### src/rtl/seq_divider_pkg.sv
// Shared constants for the sequential divider: default operand widths and FSM encodings.
package seq_divider_pkg;

  localparam int DEF_DW = 8;
  localparam int DEF_VW = 4;

  typedef logic [1:0] state_t;

  localparam state_t S_IDLE = 2'd0;
  localparam state_t S_BUSY = 2'd1;
  localparam state_t S_DONE = 2'd2;

endpackage

### src/rtl/seq_divider_div_step.sv
// One restoring-division step: trial-subtract the divisor from the shifted partial
// remainder with a parallel-prefix adder and keep the difference only when it does not borrow.
module div_step #(
  parameter int VW = 4
) (
  input  logic [VW:0]   r_shifted,
  input  logic [VW-1:0] d,
  output logic [VW:0]   r_next,
  output logic          q_bit
);

  localparam int N = VW + 1;

  logic [N-1:0]  sub_b;
  logic [N-1:0]  gen;
  logic [N-1:0]  prop;
  logic [N-1:0]  pre_g;
  logic [N-1:0]  carry;
  logic [VW-1:0] diff;

  // a - b computed as a + ~b + 1
  assign sub_b = ~{1'b0, d};

  genvar gi;
  generate
    for (gi = 0; gi < N; gi++) begin : g_gp
      assign gen[gi]  = r_shifted[gi] & sub_b[gi];
      assign prop[gi] = r_shifted[gi] ^ sub_b[gi];
    end
  endgenerate

  // Kogge-Stone prefix; the +1 carry-in is folded into bit 0's generate term.
  always_comb begin : prefix
    logic [N-1:0] gg;
    logic [N-1:0] pp;
    logic [N-1:0] gn;
    logic [N-1:0] pn;
    gg    = gen;
    gg[0] = gen[0] | prop[0];
    pp    = prop;
    for (int s = 1; s < N; s = s * 2) begin
      gn = gg;
      pn = pp;
      for (int i = s; i < N; i++) begin
        gn[i] = gg[i] | (pp[i] & gg[i-s]);
        pn[i] = pp[i] & pp[i-s];
      end
      gg = gn;
      pp = pn;
    end
    pre_g = gg;
  end

  assign carry = {pre_g[N-2:0], 1'b1};

  generate
    for (gi = 0; gi < VW; gi++) begin : g_sum
      assign diff[gi] = prop[gi] ^ carry[gi];
    end
  endgenerate

  // Carry out of the MSB means no borrow: the divisor fits.
  assign q_bit  = pre_g[N-1];
  assign r_next = q_bit ? {1'b0, diff} : r_shifted;

endmodule

### src/rtl/seq_divider.sv
// Iterative restoring unsigned divider with valid/ready handshakes on operands and results;
// one quotient bit is resolved per clock.
module seq_divider
  import seq_divider_pkg::*;
#(
  parameter int DW = DEF_DW,
  parameter int VW = DEF_VW
) (
  input  logic          clk,
  input  logic          rst_n,
  input  logic          in_valid,
  output logic          in_ready,
  input  logic [DW-1:0] dividend,
  input  logic [VW-1:0] divisor,
  output logic          out_valid,
  input  logic          out_ready,
  output logic [DW-1:0] quotient,
  output logic [VW-1:0] remainder,
  output logic          div_zero
);

  localparam int CW = $clog2(DW + 1);

  state_t        state_reg;
  logic [CW-1:0] count_reg;
  logic [VW:0]   r_reg;
  logic [DW-1:0] q_reg;
  logic [VW-1:0] d_reg;
  logic          zero_reg;

  logic [VW:0]   r_shifted;
  logic [VW:0]   r_step;
  logic          q_bit;
  logic [DW-1:0] q_next;
  logic          last_step;
  logic          unused_bits;

  assign r_shifted = {r_reg[VW-1:0], q_reg[DW-1]};
  assign q_next    = {q_reg[DW-2:0], q_bit};
  assign last_step = (count_reg == CW'(DW - 1));

  div_step #(.VW(VW)) u_step (
    .r_shifted (r_shifted),
    .d         (d_reg),
    .r_next    (r_step),
    .q_bit     (q_bit)
  );

  // The staging MSB of R is always zero after a step.
  assign unused_bits = r_step[VW] ^ r_reg[VW];

  assign in_ready  = (state_reg == S_IDLE);
  assign out_valid = (state_reg == S_DONE);

  always_ff @(posedge clk or negedge rst_n) begin
    if (!rst_n) begin
      state_reg <= S_IDLE;
      count_reg <= '0;
      r_reg     <= '0;
      q_reg     <= '0;
      d_reg     <= '0;
      zero_reg  <= 1'b0;
      quotient  <= '0;
      remainder <= '0;
      div_zero  <= 1'b0;
    end else begin
      case (state_reg)
        S_IDLE: begin
          if (in_valid) begin
            r_reg     <= '0;
            q_reg     <= dividend;
            d_reg     <= divisor;
            count_reg <= '0;
            zero_reg  <= (divisor == '0);
            state_reg <= S_BUSY;
          end
        end
        S_BUSY: begin
          // A zero divisor spends a single cycle here so its result lands one edge after accept.
          if (zero_reg) begin
            quotient  <= '1;
            remainder <= '0;
            div_zero  <= 1'b1;
            state_reg <= S_DONE;
          end else begin
            r_reg     <= r_step;
            q_reg     <= q_next;
            count_reg <= count_reg + 1'b1;
            if (last_step) begin
              quotient  <= q_next;
              remainder <= r_step[VW-1:0];
              div_zero  <= 1'b0;
              state_reg <= S_DONE;
            end
          end
        end
        S_DONE: begin
          if (out_ready) begin
            state_reg <= S_IDLE;
          end
        end
        default: state_reg <= S_IDLE;
      endcase
    end
  end

endmodule
### config.mk
export PLATFORM = sky130hd
export DESIGN_NAME = seq_divider
export DESIGN_NICKNAME = d
export VERILOG_FILES = /design/src/rtl/seq_divider_pkg.sv /design/src/rtl/seq_divider_div_step.sv /design/src/rtl/seq_divider.sv
export SDC_FILE = /design/constraint.sdc
export NUM_CORES = 1
export LEC_CHECK = 0
export CAP_MARGIN = 20
export CORE_AREA = 2 2 91 93
export CTS_CLUSTER_DIAMETER = 80
export DETAILED_ROUTE_END_ITERATION = 8
export DIE_AREA = 0 0 93 95
export DONT_BUFFER_PORTS = 1
export MAX_ROUTING_LAYER = met4
export PLACE_DENSITY = 0.37
export SLEW_MARGIN = 20
export SYNTH_ARGS = -nofsm -noshare
export SYNTH_HDL_FRONTEND = slang
export SYNTH_SLANG_ARGS = --single-unit
### constraint.sdc
create_clock -name clk -period 1.9 [get_ports clk]
set_input_delay 0.38 -clock clk [delete_from_list [all_inputs] [get_ports clk]]
set_output_delay 0.38 -clock clk [all_outputs]
set_load 0.005 [all_outputs]
# Word-level counts from Yosys, hierarchy flattened

Cells that the tools add are included.

Bitwise logic cells: 31
Magnitude comparators: 0
Add/sub/neg operators: 1
Multiply operators: 0
Equality and inequality tests: 7
Shifts and indexed selects: 0
Div/mod/pow operators: 0
Reduce and logical (&&, ||, !) cells: 8
Mux-type cells: 21

Operators by type and width:

| cell                | count |
|---|---|
| $mux 8              | 4 |
| $mux 4              | 7 |
| $pmux 4 s2          | 2 |
| $pmux 8 s2          | 1 |
| $and 1x1->1         | 14 |
| $mux 2              | 4 |
| $xor 1x1->1         | 8 |
| $or 1x1->1          | 7 |
| $pmux 2 s3          | 1 |
| $reduce_and 3->1    | 2 |
| $not 4->5           | 1 |
| $add 4x1->4 const B | 1 |
| $eq 4x3->1 const B  | 1 |
| $logic_not 4->1     | 1 |
| $ne 2x2->1 const B  | 2 |
| $reduce_and 2->1    | 2 |
| $reduce_bool 2->1   | 2 |
| $ne 3x3->1 const B  | 1 |
| $eq 2x1->1 const B  | 1 |
| $eq 2x2->1 const B  | 1 |
| $logic_not 2->1     | 1 |
| $mux 1              | 2 |
| $ne 2x1->1 const B  | 1 |
| $not 1->1           | 1 |

Memory bits (writable): 0
Input port bits: 16
Bits in latches: 0
Bits in registers: 36
Memories kept: 0
Output and inout port bits: 15
Memory bits (read-only): 0

# Depth between registers and ports, before layout

Gate-level depths: netlist of run 1.

Word-level depth: 10
Mapped depth: 7

# Hierarchy

From an unflattened synthesis of run 1, not the netlist that was laid out.

Cells, all modules: 158
Area total of the unflattened synthesis: 1795.5 µm²

By module, submodules not included:

| module      | instances | seq. area each (µm²) | cells each | area each (µm²) |
|---|---|---|---|---|
| seq_divider | 1         | 900.9                | 132        | 1584.0 |
| div_step    | 1         | 0.0                  | 26         | 211.5 |

# Worst setup path after synthesis of run 1

OpenSTA, ideal clock, no wires.

Kind: register to register
Start point: register r_reg[0]
End point: register r_reg[0]
Stages on the path, launching flop included: 6
Buffers on the path: 0
Path slack: 0.240 ns
Data arrival time: 1.524 ns
Clock period less this slack: 1.660 ns
Path through: dfrtp_1 ha_1 nor2b_1 o311a_4 nor3_4 o211ai_1

Word-level cells in the longest chain between the ends: 9

Ends and longest elaborated chain:

| element                  | line                       | RTL |
|---|---|---|
| start: declaration       | seq_divider.sv:26          | `logic [VW:0] r_reg;` |
| start signal: assignment | seq_divider.sv:86          | `r_reg <= r_step;` |
| $and 1x1->1              | seq_divider_div_step.sv:27 | `assign gen[gi] = r_shifted[gi] & sub_b[gi];` |
| $and 1x1->1              | seq_divider_div_step.sv:45 | `gn[i] = gg[i] \| (pp[i] & gg[i-s]);` |
| $or 1x1->1               | seq_divider_div_step.sv:45 |  |
| $and 1x1->1              | seq_divider_div_step.sv:45 |  |
| $or 1x1->1               | seq_divider_div_step.sv:45 |  |
| $or 1x1->1 (*)           | seq_divider_div_step.sv:45 |  |
| $mux 4 (*)               | seq_divider_div_step.sv:64 | `assign r_next = q_bit ? {1'b0, diff} : r_shifted;` |
| $mux 4 (*)               | seq_divider.sv:80          | `if (zero_reg) begin` |
| $pmux 4 s2 (*)           | seq_divider.sv:67          | `case (state_reg)` |

Every way passes the cells marked *; elsewhere a longest branch is shown, timed or not. The select of a mux whose other input is x is not followed.
A chain may end at the register's enable or synchronous reset.

# Worst setup path after layout of run 1

Start point: register d_reg[1]
End point: register r_reg[0]

Word-level cells in the longest chain between the ends: 10

Ends and longest elaborated chain:

| element                  | line                       | RTL |
|---|---|---|
| start: declaration       | seq_divider.sv:28          | `logic [VW-1:0] d_reg;` |
| start signal: assignment | seq_divider.sv:72          | `d_reg <= divisor;` |
| $not 4->5 (*)            | seq_divider_div_step.sv:22 | `assign sub_b = ~{1'b0, d};` |
| $and 1x1->1              | seq_divider_div_step.sv:27 |  |
| $and 1x1->1              | seq_divider_div_step.sv:45 |  |
| $or 1x1->1               | seq_divider_div_step.sv:45 |  |
| $and 1x1->1              | seq_divider_div_step.sv:45 |  |
| $or 1x1->1               | seq_divider_div_step.sv:45 |  |
| $or 1x1->1 (*)           | seq_divider_div_step.sv:45 |  |
| $mux 4 (*)               | seq_divider_div_step.sv:64 |  |
| $mux 4 (*)               | seq_divider.sv:80          |  |
| $pmux 4 s2 (*)           | seq_divider.sv:67          |  |

Marked as above.

==> results of run 1 <==
[path summary, 6_finish.rpt]
kind / endpoint / cells after the start
worst max-delay path: r_reg[0] / 6
worst min-delay path: count_reg[3] / 1
worst max register to register: r_reg[0] / 6
worst min register to register: d_reg[2] / 1
max in group asynchronous: quotient[4] / 2
min in group asynchronous: quotient[2] / 2
[power by group through the flow]
stage,logic [mW],clock network (mW),registers (mW)
floorplan,1.74,0,1.38
CTS,2.18,0.586,1.47
detailed placement,2.13,0,1.48
global placement,2.13,0,1.46
finish,2.15,0.564,1.46
global route,2.43,0.622,1.52
[metal layers]
metal | track usage (%) | routed length [um] | vias to the layer above | share of wire (%)
met5 | - | 0 | - | 0
met1 | 14.5 | 2150 | 682 | 46
met3 | 3.11 | 229 | 7 | 4.9
met4 | 3.68 | 63 | 0 | 1.4
met2 | 19.3 | 2200 | 27 | 47
li1 | - | - | 660 | -
[area by class of cell]
class                           instances  area (um2)  share of cell area [%]
Sequential cell                        36         901                    42.0
Inverter                                7        26.3                    1.23
Multi-Input combinational cell        125         898                    41.9
Tap cell                              105         131                    6.13
Clock buffer                            8        90.1                    4.20
Timing Repair Buffer                   11        97.6                    4.55
[metrics by stage]
stage	instance area, um2	setup WS [ns]	util, %	std cells	hold WS [ns]
floorplan	1900	0.240	-	177	0.0844
global placement	2020	0.148	25.5	282	0.0860
detailed placement	2020	0.121	25.5	282	0.0866
CTS	2140	0.0926	27.1	292	0.163
global route	2140	0.00583	27.1	292	0.167
finish	2140	0.101	27.1	292	0.172
[what timing repair did]
action | in CTS | in global routing
gates resized for setup | 0 | 1
endpoints found under the hold margin | 36 | 0
setup endpoints to repair | 0 | 2
hold buffers | 2 | 0
[logic make-up after synthesis]
logic type / after synthesis / synth area share (%)
xor+xnor: 2 / 0.924
fa+ha+maj: 6 / 4.35
mux: 5 / 2.97
flops: 36 / 47.5
simple gates: 66 / 18.5
compound gates: 46 / 20.6
buf+inv: 16 / 5.14
[synthesized netlist by cell type (all sizes together) (5+ instances only)]
cell,instances,share of area [%]
a31oi,7,2.3
buf,9,3.8
dfrtp,36,47
ha,5,3.3
inv,7,1.4
mux2,5,3.0
nand2,31,7.1
nand2b,5,1.8
nand4,7,2.3
nor2,12,2.5
o211ai,5,2.0
o21ai,7,2.0
o22a,12,5.5
==> run metrics, run 1 <==
status=finished clean; Synth Instances=between 150 and 200; crit path cell chain=inv_2 -> ha_1 -> nor2b_1 -> o311a_4 -> nor3_4 -> o211ai_1; ratio of cells with drive above 1 in the final layout=19.3%; DR DRC count=0; Net Count, Synth=around 200; Final Hold Viols=0; nets=208; internal power=about 2.4 mW; Power Total=4.18 mW; average cell area after synthesis=10.7 um2; drt via density=4.71; Final setup viols=0; Worst EP required=2.06 ns; hold path start=in_valid; clk_lat worst skew=0.29 ns; pin count of the biggest net entering global routing=37; switching share of power=43.0%; core area=7930 um2; total clock buffers created by CTS=5; hpwl dp=3.37 mm; global-route wire length before repair=7.79 mm; grt total ovfl=0; Die W=a little over 90 um; post-route ant nets=0; vias in the first global route=1486; Post-Route WL=around 4.6 mm; CP bufs+invs=1; root buf cell=clkbuf_8; crit path capture type=flop; DR vias=1376; Reg clk slew, reported paths=0.07 ns; slowest CP cell=dfrtp_1; highest ir drop seen on vdd=0.000569 V; CP peak stage delay=0.38 ns; most common cell after layout, fill and taps aside=dfrtp_1; die area=8840 um2; setup_tns=0 ns; Leak=0.928 nW; Synth cell types=44; DRT Pass-1 Iters=4; Row Count=33; antenna violations before repair=0; crit path from=d_reg[1]; final clock skew=0.00712 ns; Crit path max-delay family=simple AND/OR/NAND/NOR gates; post-synthesis sequential area ratio=between 40 and 50%; GPL Wtd Cong=0.790; worst hold path class=input pin to flop; Net Switching=1.80 mW; fin crit share=between 90% and 100%; RR Startpoint=d_reg[1]; Bufs on Longest Clock Path=2; # IOs=31; Sequential Power Share=a little over a third; Max Cap Violations=0; # fillers=860; commonest register cell after synthesis=dfrtp_1; kind of critical path=flop to flop; RSZ-0062 raised after global routing=false; ant diodes=0; Starting Density=about a quarter; Reg2Reg Setup Slack=0.10 ns; crit path time final=1.80 ns; H-tree depth=2; FMAX=556 MHz; Yosys warning count=0; Post-synth EDFFs=0; Cell Area, Synth=between 1500 and 2000 um2; Worst-Margin Slew=0.489 ns; DR WL/cell=15.9 um; Port Buffers=0; Total GRT Usage=11.8%; Max Slew Vio Count=0; Die Y=95 um; Clk pwr share=a little over an eighth; pwr/cell area=1950 nW/um2; initial drt markers=78; Gate power share=roughly half; most frequent cells in the layout=dfrtp_1 (36), nand2_1 (28), o22a_1 (12); Async S/R FF share, synth=100%; setup bufs post-CTS=0; relative slew slack=between 60 and 70%; CP Max Fanout=7; startpoint class of the critical path=flop; Sinks on Clock Net=36; P&R area growth vs syn=13.1%; crit path DAT=between 1.5 and 2 ns; TritonCTS clock tree=built; Synth Register Bits=36
(Power assumes the default switching activity.)
==> run 2: changes to the inputs <==
--- a/config.mk
+++ b/config.mk
@@ -13,7 +13,7 @@
 export DONT_BUFFER_PORTS = 1
 export MAX_ROUTING_LAYER = met4
 export PLACE_DENSITY = 0.37
-export SLEW_MARGIN = 20
+export SETUP_SLACK_MARGIN = 0.4
 export SYNTH_ARGS = -nofsm -noshare
 export SYNTH_HDL_FRONTEND = slang
 export SYNTH_SLANG_ARGS = --single-unit
==> run 2 against run 1 <==
Cell count up 4.5%. Wire length grew 5.1%. Non-clock buffer count rose by 16. Die area unchanged. Via count up 6.9%. Sequential share of layout area fell by 4.0 points. Critical path type unchanged. Highest routed layer unchanged.
==> run metrics, run 2 (same netlist as run 1, synthesis figures left out) <==
CP peak stage delay=0.40 ns (was 0.38 ns); ratio of cells with drive above 1 in the final layout=37.0% (was 19.3%); status=finished clean (unchanged); Port Buffers=0 (unchanged); Max Slew Vio Count=0 (unchanged); final clock skew=0.00594 ns (was 0.00712 ns); relative slew slack=61.8% (was 67.0%); Util after Layout=30.1% (was 27.1%); Leak=1.01 nW (was 0.928 nW); Power Total=4.79 mW (was 4.18 mW); clk_lat worst skew=0.28 ns (was 0.29 ns); Placement Setup Slack=0.117 ns (was 0.121 ns); die area=8840 um2 (unchanged); Total GRT Usage=12.1% (was 11.8%); highest ir drop seen on vdd=0.000511 V (was 0.000569 V); Worst EP required=2.06 ns (about the same); Fin Hold WS=0.183 ns (was 0.172 ns); post-route ant nets=0 (unchanged); DR WL/cell=16.0 um (was 15.9 um); crit path time final=1.70 ns (was 1.80 ns); initial drt markers=88 (was 78); P&R area growth vs syn=25.9% (was 13.1%); capture point of the worst reg-to-reg path=q_reg[0] (was r_reg[0]); Final Non-Filler Cells=305 (was 292); GPL Wtd Cong=0.889 (was 0.790); vias in the first global route=1563 (was 1486); total clock buffers created by CTS=5 (unchanged); Final Hold Viols=0 (unchanged); root buf cell=clkbuf_8 (unchanged); most common cell after layout, fill and taps aside=dfrtp_1 (unchanged); Die Y=95 um (unchanged); fin crit share=89.6% (was 94.7%); FMAX=587 MHz (was 556 MHz); global-route wire length before repair=8.01 mm (was 7.79 mm); Post-Route WL=4.87 mm (was 4.64 mm); crit path DAT=1.87 ns (was 1.95 ns); hold path start=out_ready (was in_valid); dpl cells=282 (unchanged); drt via density=4.82 (was 4.71); kind of critical path=flop to flop (unchanged); Die W=93 um (unchanged); Reg clk slew, reported paths=0.07 ns (about the same); Final setup viols=0 (unchanged); hpwl dp=3.47 mm (was 3.37 mm); H-tree depth=2 (unchanged); R2R depth=7 (was 6); hold path cells=1 (unchanged); antenna violations before repair=0 (unchanged); post-route cell area=2390 um2 (was 2140 um2); startpoint class of the critical path=flop (unchanged); Bufs on Longest Clock Path=2 (unchanged); most frequent cells in the layout=dfrtp_1 (31), nand2_1 (28), buf_4 (21) (was dfrtp_1 (36), nand2_1 (28), o22a_1 (12)); grt total ovfl=0 (unchanged); # IOs=31 (unchanged); slowest CP cell=o311ai_4 (was dfrtp_1); DRT Pass-1 Iters=4 (unchanged); TritonCTS clock tree=built (unchanged); nets=224 (was 208); pwr/cell area=2010 nW/um2 (was 1950 nW/um2); DR vias=1471 (was 1376); setup_tns=0 ns (unchanged); crit path capture type=flop (unchanged); Reg2Reg Setup Slack=0.20 ns (was 0.10 ns); Row Count=33 (unchanged); dpl cell area=2040 um2 (was 2020 um2); core area=7930 um2 (unchanged); Starting Density=23.9% (unchanged); DR DRC count=0 (unchanged); # fillers=809 (was 860); worst hold path class=input pin to flop (unchanged); pin count of the biggest net entering global routing=37 (unchanged); Max Cap Violations=0 (unchanged); RR Startpoint=d_reg[1] (unchanged); WHS Endpoint=state_reg[1] (was count_reg[3]); RSZ-0062 raised after global routing=true (was false); worst setup margin=0.197 ns (was 0.101 ns); Worst-Margin Slew=0.569 ns (was 0.489 ns); CP Max Fanout=7 (unchanged); ant diodes=0 (unchanged); Sinks on Clock Net=36 (unchanged); crit path cell chain=inv_2 -> ha_4 -> nor2b_4 -> buf_6 -> o311ai_4 -> and3_1 -> o21ai_1 (was inv_2 -> ha_1 -> nor2b_1 -> o311a_4 -> nor3_4 -> o211ai_1)
## run 2: cell type report
cell class	instances	area [um2]	share of cell area (%)
Clock buffer	5	68.8	2.88
Inverter	7	26.3	1.10
Multi-Input combinational cell	125	1020	42.8
Sequential cell	36	907	38.0
Tap cell	105	131	5.50
Timing Repair Buffer	27	233	9.74
## run 2: metal layers
metal | share of wire (%) | vias to the layer above | track usage [%]
met5 | 0 | - | -
met4 | 1.8 | 0 | 4.66
met3 | 4.0 | 7 | 2.63
met2 | 48 | 43 | 19.6
met1 | 46 | 735 | 14.8
li1 | - | 686 | -
## run 2: critical path, delay by kind of cell, from the launching register on
| kind | cells | cell delay [ns] |
|---|---|---|
| simple gates | 2 | 0.35 |
| buf+inv | 2 | 0.19 |
| compound gates | 2 | 0.46 |
| fa+ha+maj | 1 | 0.19 |
| flops | 1 | 0.39 |
## run 2: how the worst max path moves through the flow
stage,start,endpoint,depth (start not counted)
2_1_floorplan,r_reg[0],r_reg[0],5
3_3_place_gp,r_reg[0],remainder[2],5
3_5_place_dp,r_reg[1],r_reg[0],5
4_1_cts,d_reg[1],remainder[1],6
5_1_grt,d_reg[1],q_reg[0],7
6_report,d_reg[1],q_reg[0],7
## run 2: power breakdown
part	switching, mW	leakage (nW)	internal, mW
clock network	0.239	0.0359	0.236
registers	0.352	0.433	1.14
logic	1.42	0.537	1.40
## run 2: timing repair
item / CTS / global route
hold endpoints to repair: 36 / 0
hold buffers: 2 / 0
pin swaps: 15 / 21
resized for setup: 22 / 13
setup buffers: 12 / 4
setup endpoints to repair: 29 / 23
==> run 3: changes to the inputs <==
--- a/config.mk
+++ b/config.mk
@@ -6,14 +6,15 @@
 export NUM_CORES = 1
 export LEC_CHECK = 0
 export CAP_MARGIN = 20
-export CORE_AREA = 2 2 91 93
+export CORE_AREA = 2 2 88 90
 export CTS_CLUSTER_DIAMETER = 80
 export DETAILED_ROUTE_END_ITERATION = 8
-export DIE_AREA = 0 0 93 95
+export DIE_AREA = 0 0 90 92
 export DONT_BUFFER_PORTS = 1
 export MAX_ROUTING_LAYER = met4
-export PLACE_DENSITY = 0.37
+export PLACE_DENSITY = 0.38
 export SETUP_SLACK_MARGIN = 0.4
 export SYNTH_ARGS = -nofsm -noshare
 export SYNTH_HDL_FRONTEND = slang
+export SYNTH_HIERARCHICAL = 1
 export SYNTH_SLANG_ARGS = --single-unit
==> run 3 against run 2 <==
Wire length is 16% lower. Sequential share of layout area is 4.7 points higher. Die area is 6.3% lower. Cell count is 11% lower. Critical endpoint is now remainder[1]. Count of clock-buffer cells in the layout is 2 higher. The run now ends with setup timing left.
==> run metrics, run 3 <==
status=finished with violations (was finished clean); failing checks=setup timing; drt via density=4.58 (was 4.82); Yosys warning count=6 (was 0); Reg clk slew, reported paths=0.08 ns (was 0.07 ns); average cell area after synthesis=11.4 um2 (was 10.7 um2); H-tree depth=2 (unchanged); dpl cells=260 (was 282); dpl cell area=1920 um2 (was 2040 um2); Cell Area, Synth=1780 um2 (was 1900 um2); Util after Layout=28.4% (was 30.1%); ant diodes=0 (unchanged); vias in the first global route=1283 (was 1563); root buf cell=clkbuf_8 (unchanged); Sinks on Clock Net=36 (unchanged); startpoint class of the critical path=flop (unchanged); pin count of the biggest net entering global routing=37 (unchanged); clk_lat worst skew=0.29 ns (was 0.28 ns); DRT Pass-1 Iters=4 (unchanged); Final setup viols=3 (was 0); Net Count, Synth=178 (was 199); grt total ovfl=0 (unchanged); core area=7450 um2 (was 7930 um2); TritonCTS clock tree=built (unchanged); Total GRT Usage=10.8% (was 12.1%); Die Y=92 um (was 95 um); FMAX=515 MHz (was 587 MHz); fin crit share=102% (was 89.6%); crit path time final=1.94 ns (was 1.70 ns); pwr/cell area=1980 nW/um2 (was 2010 nW/um2); Port Buffers=0 (unchanged); GPL Wtd Cong=0.745 (was 0.889); crit path capture type=flop (unchanged); Final Non-Filler Cells=272 (was 305); total clock buffers created by CTS=5 (unchanged); final clock skew=0.00911 ns (was 0.00594 ns); die area=8280 um2 (was 8840 um2); nets=191 (was 224); DR WL/cell=15.0 um (was 16.0 um); Row Count=32 (was 33); Final Hold Viols=0 (unchanged); DR DRC count=0 (unchanged); Starting Density=24.0% (was 23.9%); setup_tns=-0.0910 ns (was 0 ns); hpwl dp=2.86 mm (was 3.47 mm); Synth Instances=156 (was 177); Bufs on Longest Clock Path=2 (unchanged); initial drt markers=58 (was 88); Worst-Margin Slew=0.355 ns (was 0.569 ns); # IOs=31 (unchanged); CP Max Fanout=3 (was 7); post-route cell area=2120 um2 (was 2390 um2); worst setup margin=-0.0436 ns (was 0.197 ns); Leak=0.892 nW (was 1.01 nW); worst hold path class=input pin to flop (unchanged); Max Slew Vio Count=0 (unchanged); RSZ-0062 raised after global routing=true (unchanged); ratio of cells with drive above 1 in the final layout=24.1% (was 37.0%); crit path DAT=2.13 ns (was 1.87 ns); Die W=90 um (was 93 um); highest ir drop seen on vdd=0.000519 V (was 0.000511 V); most common cell after layout, fill and taps aside=dfrtp_1 (unchanged); antenna violations before repair=0 (unchanged); Max Cap Violations=0 (unchanged); relative slew slack=76.3% (was 61.8%); DR vias=1246 (was 1471); kind of critical path=flop to flop (unchanged); Worst EP required=2.08 ns (was 2.06 ns); P&R area growth vs syn=18.6% (was 25.9%); post-route ant nets=0 (unchanged); Post-Route WL=4.09 mm (was 4.87 mm); most frequent cells in the layout=dfrtp_1 (35), nand2_1 (18), inv_1 (10) (was dfrtp_1 (31), nand2_1 (28), buf_4 (21)); global-route wire length before repair=6.87 mm (was 8.01 mm); Power Total=4.19 mW (was 4.79 mW)
run 3: repair_timing:
action                                 4_1_cts  5_1_grt
resized for setup                            8        6
setup endpoints to repair                   24       32
pin swaps                                    2        1
hold buffers                                 2        0
endpoints found under the hold margin       36        0
buffers inserted                             1        1
run 3: final timing paths:
| kind | start | endpoint | slack, ns | cells past startpoint |
|---|---|---|---|---|
| min in group asynchronous | rst_n | remainder[3] | 0.54 | 2 |
| max in group asynchronous | rst_n | state_reg[0] | 1.16 | 2 |
| max reg2reg | d_reg[1] | remainder[1] | -0.04 | 7 |
| min reg2reg | d_reg[3] | d_reg[3] | 0.52 | 1 |
| max | d_reg[1] | remainder[1] | -0.04 | 7 |
| min | out_ready | state_reg[1] | 0.19 | 1 |
run 3: area by class of cell:
cell class / count / area (um2)
clock buffer: 7 / 86.3
fill: 807 / 5330
multi-input combinational: 103 / 835
sequential: 36 / 902
clock inverter: 1 / 7.51
inverter: 10 / 37.5
tap: 102 / 128
timing repair buffer: 13 / 120
run 3: metrics by stage:
stage                     hold slack [ns]  setup WS, ns
after floorplan                    0.0844       -0.0450
after global placement             0.0860       -0.0152
after detailed placement           0.0864       -0.0143
after CTS                           0.186       -0.0399
after global routing                0.197       -0.0999
final                               0.192       -0.0436
run 3: worst max-delay path, cell delays in order, from the launching register on:
cell and delay [ns]:
dfrtp_1 0.38, inv_1 0.08, ha_1 0.23, nor2b_4 0.13
o31a_1 0.28, nor3_4 0.18, mux2_2 0.38, a22o_1 0.20
run 3: routing by layer:
metal | share of wire, % | vias up | global-route usage (%)
met4 | 0.76 | 0 | 3.08
met2 | 46 | 33 | 15.9
met5 | 0 | - | -
met1 | 48 | 619 | 14.5
met3 | 5.3 | 5 | 3.45
li1 | - | 589 | -
run 3: where the power goes:
part           internal, mW  leakage (nW)  switching [mW]  total [mW]
Combinational          1.14         0.429            1.03        2.17
Clock                 0.295        0.0445           0.281       0.576
Sequential             1.12         0.419           0.318        1.44
